<file path="config.mk">
export PLATFORM = sky130hd
export DESIGN_NAME = hazard_forward_unit
export DESIGN_NICKNAME = d
export VERILOG_FILES = /design/src/rtl/hazard_forward_unit.sv
export SDC_FILE = /design/constraint.sdc
export NUM_CORES = 1
export LEC_CHECK = 0
export BUFFER_PORTS_ARGS = -buffer_cell sky130_fd_sc_hd__buf_4
export CAP_MARGIN = 20
export CORE_MARGIN = 2
export CORE_UTILIZATION = 45
export DETAILED_ROUTE_END_ITERATION = 10
export PLACE_DENSITY_LB_ADDON = 0.2
export SLEW_MARGIN = 0
export SYNTH_ARGS = -nofsm -noshare
export SYNTH_HDL_FRONTEND = slang
export SYNTH_SLANG_ARGS = --single-unit
</file>
<file path="constraint.sdc">
create_clock -name clk -period 2.05 [get_ports clk]
set_input_delay 0.5125 -clock clk [delete_from_list [all_inputs] [get_ports clk]]
set_output_delay 0.5125 -clock clk [all_outputs]
set_load 0.1 [all_outputs]
</file>
<file path="src/rtl/hazard_forward_unit.sv">
// Decode register, FWD_DEPTH-deep destination history, operand-forwarding selects and load-use hold.
// Optional macro HFU_LOAD_STALL_EN: stall only on a true load-use dependency (default: bubble after every load).
module hazard_forward_unit #(
  parameter int INS_W     = 24,
  parameter int OP_W      = 5,
  parameter int RA_W      = 5,
  parameter int IMM_W     = 8,
  parameter int FWD_DEPTH = 3,
  parameter int SEL_W     = $clog2(FWD_DEPTH + 1)
) (
  input  logic             clk,
  input  logic             reset,
  input  logic [INS_W-1:0] ins,
  input  logic             ins_valid,
  output logic             ins_ready,
  output logic [OP_W-1:0]  op_dec,
  output logic [IMM_W-1:0] imm,
  output logic             imm_sel,
  output logic [SEL_W-1:0] mux_sel_a,
  output logic [SEL_W-1:0] mux_sel_b,
  output logic [RA_W-1:0]  rw_dm,
  output logic             mem_en_ex,
  output logic             mem_rw_ex,
  output logic             mem_mux_sel_dm,
  output logic             stall
);

  localparam int RD_LSB = INS_W - OP_W - RA_W;
  localparam int RS_LSB = RD_LSB - RA_W;
  localparam int RT_LSB = RS_LSB - RA_W;

  typedef enum logic [2:0] {
    CL_ALU,
    CL_IMM,
    CL_LD,
    CL_ST,
    CL_JMP,
    CL_CJ
  } ins_class_t;

  // Incoming instruction fields
  logic [OP_W-1:0]  op_in;
  logic [RA_W-1:0]  rd_in;
  logic [RA_W-1:0]  rs_in;
  logic [RA_W-1:0]  rt_in;
  logic [IMM_W-1:0] imm_in;
  ins_class_t       cls_in;
  logic             jump_in;
  logic [RA_W-1:0]  rd_eff;
  logic [RA_W-1:0]  rs_eff;
  logic [RA_W-1:0]  rt_eff;
  logic             wen_in;

  assign op_in  = ins[INS_W-1 -: OP_W];
  assign rd_in  = ins[RD_LSB +: RA_W];
  assign rs_in  = ins[RS_LSB +: RA_W];
  assign rt_in  = ins[RT_LSB +: RA_W];
  assign imm_in = ins[IMM_W:1];

  always_comb begin
    cls_in = CL_ALU;
    if (op_in == OP_W'(5'b11000)) begin
      cls_in = CL_JMP;
    end else if (op_in[OP_W-1 -: 3] == 3'b111) begin
      cls_in = CL_CJ;
    end else if (op_in == OP_W'(5'b10100)) begin
      cls_in = CL_LD;
    end else if (op_in == OP_W'(5'b10101)) begin
      cls_in = CL_ST;
    end else if (op_in[OP_W-1 -: 2] == 2'b01) begin
      cls_in = CL_IMM;
    end
  end

  // Jumps read and write no registers, so their register fields never take part in matching.
  assign jump_in = (cls_in == CL_JMP) || (cls_in == CL_CJ);
  assign rd_eff  = jump_in ? '0 : rd_in;
  assign rs_eff  = jump_in ? '0 : rs_in;
  assign rt_eff  = jump_in ? '0 : rt_in;
  assign wen_in  = !jump_in && (cls_in != CL_ST) && (rd_eff != '0);

  // Decode stage
  logic             dec_valid_reg;
  logic [OP_W-1:0]  dec_op_reg;
  logic [RA_W-1:0]  dec_rd_reg;
  logic [RA_W-1:0]  dec_rs_reg;
  logic [RA_W-1:0]  dec_rt_reg;
  logic [IMM_W-1:0] dec_imm_reg;
  ins_class_t       dec_cls_reg;
  logic             dec_wen_reg;

  logic load_use;
  logic accept;

`ifdef HFU_LOAD_STALL_EN
  assign load_use = dec_valid_reg && (dec_cls_reg == CL_LD) && (dec_rd_reg != '0) && ins_valid &&
                    ((rs_eff == dec_rd_reg) || (rt_eff == dec_rd_reg));
`else
  assign load_use = dec_valid_reg && (dec_cls_reg == CL_LD);
`endif

  assign ins_ready = !reset && !load_use;
  assign stall     = !reset && load_use;
  assign accept    = ins_valid && ins_ready;

  // Anything not accepted this cycle becomes a bubble in decode.
  always_ff @(posedge clk) begin
    if (reset || !accept) begin
      dec_valid_reg <= 1'b0;
      dec_op_reg    <= '0;
      dec_rd_reg    <= '0;
      dec_rs_reg    <= '0;
      dec_rt_reg    <= '0;
      dec_imm_reg   <= '0;
      dec_cls_reg   <= CL_ALU;
      dec_wen_reg   <= 1'b0;
    end else begin
      dec_valid_reg <= 1'b1;
      dec_op_reg    <= op_in;
      dec_rd_reg    <= rd_eff;
      dec_rs_reg    <= rs_eff;
      dec_rt_reg    <= rt_eff;
      dec_imm_reg   <= imm_in;
      dec_cls_reg   <= cls_in;
      dec_wen_reg   <= wen_in;
    end
  end

  // History: index 1 is EX, index 2 is DM, oldest entry falls off the end.
  logic [RA_W-1:0]    hist_addr_reg [1:FWD_DEPTH];
  logic [FWD_DEPTH:1] hist_wen_reg;
  logic [FWD_DEPTH:1] hist_ld_reg;
  logic [FWD_DEPTH:1] hist_st_reg;

  always_ff @(posedge clk) begin
    if (reset) begin
      for (int k = 1; k <= FWD_DEPTH; k++) begin
        hist_addr_reg[k] <= '0;
      end
      hist_wen_reg <= '0;
      hist_ld_reg  <= '0;
      hist_st_reg  <= '0;
    end else begin
      hist_addr_reg[1] <= dec_rd_reg;
      for (int k = 2; k <= FWD_DEPTH; k++) begin
        hist_addr_reg[k] <= hist_addr_reg[k-1];
      end
      hist_wen_reg <= {hist_wen_reg[FWD_DEPTH-1:1], dec_valid_reg && dec_wen_reg};
      hist_ld_reg  <= {hist_ld_reg[FWD_DEPTH-1:1], dec_valid_reg && (dec_cls_reg == CL_LD)};
      hist_st_reg  <= {hist_st_reg[FWD_DEPTH-1:1], dec_valid_reg && (dec_cls_reg == CL_ST)};
    end
  end

  // Per-stage operand matches; only registered state feeds the selects.
  logic [FWD_DEPTH:1] hit_a;
  logic [FWD_DEPTH:1] hit_b;

  generate
    for (genvar gi = 1; gi <= FWD_DEPTH; gi++) begin : g_match
      assign hit_a[gi] = hist_wen_reg[gi] && (dec_rs_reg != '0) && (hist_addr_reg[gi] == dec_rs_reg);
      assign hit_b[gi] = hist_wen_reg[gi] && (dec_rt_reg != '0) && (hist_addr_reg[gi] == dec_rt_reg);
    end
  endgenerate

  // Scan oldest to youngest so the nearest matching stage overwrites older ones.
  always_comb begin
    mux_sel_a = '0;
    mux_sel_b = '0;
    for (int k = FWD_DEPTH; k >= 1; k--) begin
      if (hit_a[k]) begin
        mux_sel_a = SEL_W'(k);
      end
      if (hit_b[k]) begin
        mux_sel_b = SEL_W'(k);
      end
    end
  end

  assign op_dec         = dec_op_reg;
  assign imm            = dec_imm_reg;
  assign imm_sel        = (dec_cls_reg == CL_IMM);
  assign mem_en_ex      = hist_ld_reg[1] || hist_st_reg[1];
  assign mem_rw_ex      = hist_st_reg[1];
  assign mem_mux_sel_dm = hist_ld_reg[2];
  assign rw_dm          = hist_addr_reg[2];

  logic unused_bits;
  assign unused_bits = ^{ins[0], hist_ld_reg, hist_st_reg};

endmodule

</file>
Yosys cells after proc, flatten, opt, wreduce, memory -nomap -nowiden --
Memories as Yosys holds them, arrays and structs flattened. Cells that the tools add are included.
Storage, ports and cells: memories 1, bits in writable memories 15, logic and storage cells 82, flip-flop bits (word level) 39, input bits 27
Memory list:
- hist_addr_reg | words 3, bits a word 5, read ports 3, clocked after memory_dff 0, write ports 3, line 130 | logic [RA_W-1:0] hist_addr_reg [1:FWD_DEPTH];
Cells by class: reduce and logical (&&, ||, !) cells 31, multiplexer cells 19, eq/ne operators 17, bitwise operators 3
Operators with widths (count):
- 5-bit == test | 6
- 1-bit logical AND | 20
- 5-bit two-way mux | 4
- 2-bit two-way mux | 8
- 5-bit == test, second input constant | 3
- 5-bit nonzero test | 3
- 3-bit == test, second input constant | 3
- 3-bit by 2-bit == test with 1-bit output, second input constant | 2
- 3-bit two-way mux | 2
- 1-bit two-way mux | 5
- 1-bit logical NOT | 4
- 3-bit by 1-bit == test with 1-bit output, second input constant | 1
- 1-bit logical OR | 3
- 3-bit by 2-bit inequality test with 1-bit output, second input constant | 1
- 1-bit OR | 3
- 2-bit by 1-bit == test with 1-bit output, second input constant | 1
- 2-bit OR reduction | 1

Depth between registers and ports, before layout --
word-level depth 11, mapped depth 7, mapped depth without buffers 6

Least setup slack after synthesis --
OpenSTA, ideal clock, no wires.
kind reg2out, start point register dec_cls_reg[1], end point output port stall, cell stages (with the launch flop) 3, required time 1.537 ns, slack -1.897 ns, path buffers 0, arrival 3.434 ns, path through dfxtp_1 > nor2b_4 > nor4bb_1
On the way: longest elaborated chain between the ends 3
Ends and longest elaborated chain:
- start, declared | line 89 | ins_class_t dec_cls_reg;
- start signal, assigned | line 124 | dec_cls_reg <= cls_in;
- 3-bit by 2-bit == test with 1-bit output | line 99 | assign load_use = dec_valid_reg && (dec_cls_reg == CL_LD);
- 1-bit logical AND | line 99
- 1-bit logical AND | line 103 | assign stall = !reset && load_use;
- end, declared | line 25 | output logic stall
No other way between the ends.

Final worst setup path --
start point register dec_rs_reg[4], end point output port mux_sel_a[0]
On the way: longest elaborated chain between the ends 6
Ends and longest elaborated chain:
- start, declared | line 86 | logic [RA_W-1:0] dec_rs_reg;
- start signal, assigned | line 121 | dec_rs_reg <= rs_eff;
- 5-bit nonzero test | line 160 | assign hit_a[gi] = hist_wen_reg[gi] && (dec_rs_reg != '0) && (hist_addr_reg[gi] == dec_rs_reg);
- 1-bit logical AND (2 in a row) | line 160
- 2-bit two-way mux (2 in a row) | line 170 | if (hit_a[k]) begin
- 2-bit two-way mux * | line 170
- end, declared | line 19 | output logic [SEL_W-1:0] mux_sel_a,
Every way passes the cells marked *; elsewhere a longest branch is shown, timed or not.

==> flow_metrics.tcl <==
set metrics [dict create \
    numPortBuffers 53 \
    grt_max_degree 20 \
    r2r-start "dec_cls_reg[2]$_SDFF_PN0_" \
    antennaDiodeCount 0 \
    cp-start-kind "flip-flop" \
    hold_slack_ns 0.4051 \
    track_usage_pct 16.45 \
    dieHeight_um 70.93 \
    avgRoutedWirePerCell_um 12.82 \
    clock_sinks 54 \
    synthesis.area_mm2 0.002016 \
    hp-start "ins[3]" \
    instances_no_fill 313 \
    die_area_mm2 0.005030 \
    arrival_ns 1.85 \
    clock_skew_ns 0.006770 \
    syn_to_final_growth_pct 45.25 \
    path_class "flip-flop to primary output" \
    avgSynthCellArea_um2 10.66 \
    tightest_slew_ns 0.4694 \
    htree_levels 2 \
    start_util_pct 46.61 \
    pin_count 55 \
    drcViolationCount 0 \
    drtIter0Drc 39 \
    grt_pass1_vias 1448 \
    ys_seq_area_share_pct 53.63 \
    min_path_cells 2 \
    cp_data_required_time_ns 1.54 \
    r2r-end "dec_rt_reg[0]$_SDFF_PP0_" \
    fp.dieW_um 70.93 \
    rows 24 \
    cts_buffers 5 \
    ant_nets 0 \
    r2r_slack_ns 0.48 \
    ir_drop_mv 0.6101 \
    clk_path_buf_depth 2 \
    dp.cells 296 \
    antenna_found_initial 0 \
    hold_end "imm[2]$_SDFF_PN0_" \
    root_buffer "clkbuf_8" \
    synth_enable_flop_cells 0 \
    post-route-period-util_pct 115.2 \
    slew_headroom_pct 68.45 \
    core_area_mm2 0.004324 \
    synth_seq_cells 54 \
    path_max_fanout 4 \
    finalMaxSlewViolations 0 \
    violations "setup timing" \
    synthArstFlopShare_pct 0 \
    hold_class "input port to flip-flop" \
    min_period_ns 2.361 \
    insertion_delay_ns 0.30 \
    syn-num-nets 216 \
    ys_warn_count 0 \
    ys_types 33 \
    vias 1492 \
    cellLeakagePower_nw 1.287 \
    hold_viol_final 0 \
    drt_pass1_iterations 4 \
    critPathCaptureType "primary output" \
    ys.flop_type "dfxtp_1" \
    outcome "complete, but fails checks" \
    largest_reg_flops 15 \
    grt_overflow 0 \
    layout_setup_ws_ns -0.3108 \
    drt-total-wl_um 4012 \
    cap_violations 0 \
    finalPower_mw 2.093 \
    cts_tree "done" \
    dpl.hpwl_um 2912 \
    p_per_area_mw_per_mm2 715.0 \
    drive_gt1_share_pct 45.98 \
    syn_inst 189 \
    detail_route.vias_per_cell 4.767 \
    fmax_mhz 423.6 \
    clkSlewWorstSetupHoldPaths_ns 0.09 \
    gp_congestion 0.8256 \
    setup_viol 4 \
    r2r_cells 7 \
    grt_pass1_wl_um 6479 \
    finish.net_count 287 \
    postCtsHoldBufs 0 \
    rsz0062_at_grt "yes" \
    crit_start "dec_rs_reg[4]$_SDFF_PP0_" \
]
-- metal layers --
metal / wire, µm / vias to the layer above / global-route usage, %
li1: - / 766 / -
met1: 1738 / 684 / 19.84
met2: 1993 / 36 / 27.10
met3: 219 / 6 / 5.983
met4: 60 / 0 / 5.870
met5: 0 / - / 0
-- final cells by class --
type	instances	area, µm²
multi-input combinational	121	1002
sequential	54	1119
clock inverter	2	37.54
fill	341	1396
timing repair buffer	75	620.6
inverter	3	11.26
clock buffer	6	72.57
tap	52	65.06
-- power breakdown --
part	internal (mW)	switching [mW]	total [mW]
clock network	0.364	0.322	0.686
logic	0.124	0.182	0.306
registers	1.07	0.0267	1.10
-- logic make-up (layout without fill, tap and decap cells) --
logic type | after synthesis | after routing | share of synthesized area (%)
simple gates | 83 | 83 | 26.32
flops | 54 | 54 | 53.63
xor+xnor | 30 | 30 | 13.04
buf+inv | 14 | 86 | 3.600
compound gates | 8 | 8 | 3.414
-- worst max path at each step --
| stage | cells after the start | slack (ns) | to |
|---|---|---|---|
| after floorplan | 2 | -0.16 | stall |
| after global placement | 5 | -0.12 | mux_sel_b[0] |
| after detailed placement | 5 | -0.13 | mux_sel_b[0] |
| after CTS | 5 | -0.31 | mux_sel_a[0] |
| after global routing | 5 | -0.37 | mux_sel_a[0] |
| final | 5 | -0.31 | mux_sel_a[0] |
-- critical path: stages (launching register included) --
cell	delay, ns
dfxtp_4	0.37
xnor2_1	0.17
nand4_1	0.14
or4_4	0.46
a21o_4	0.24
buf_12	0.16
-- synthesized netlist by cell type (4+ instances only) --
cell	count	area, µm²
and3_1	15	93.84
nor2_1	5	18.77
buf_4	5	37.54
nor2b_1	18	112.6
xor2_1	8	70.07
nor3_1	4	20.02
nand2_1	4	15.01
xnor2_1	22	192.7
nand4_1	6	37.54
clkbuf_1	5	18.77
and2_1	13	81.33
dfxtp_1	54	1081
-- cells in the final DEF (no fill, tap or decap), types with 2 or more instances in the layout --
master	count
buf_6	2
xnor2_2	5
clkbuf_8	5
and2_1	13
dfxtp_1	40
nand4_1	6
nor3_1	3
nor2b_1	18
dfxtp_4	8
a21o_4	2
xnor2_1	17
or3_4	2
and3_1	15
nor4_2	2
nand2_1	4
or4_4	4
a21oi_4	2
buf_12	4
buf_4	69
xor2_1	8
nor2_1	5
inv_1	3
nor2_4	2
dfxtp_2	6
-- metrics by stage --
step	setup TNS (ns)	util (%)	cell area, µm²	setup WS [ns]
after floorplan	-0.3909	-	2091	-0.1588
after global placement	-0.2410	59.90	2590	-0.1177
after detailed placement	-0.3214	59.90	2590	-0.1293
after CTS	-1.140	64.84	2804	-0.3056
after global routing	-1.354	67.71	2928	-0.3671
final	-1.142	67.71	2928	-0.3108
-- repair_timing --
item                                    4_1_cts  5_1_grt
pin swaps                                     1        6
resized for setup                            29       11
buffers inserted                              0        9
endpoints found under the setup margin        4        5
No activity file was read; power rests on OpenSTA's default activity.
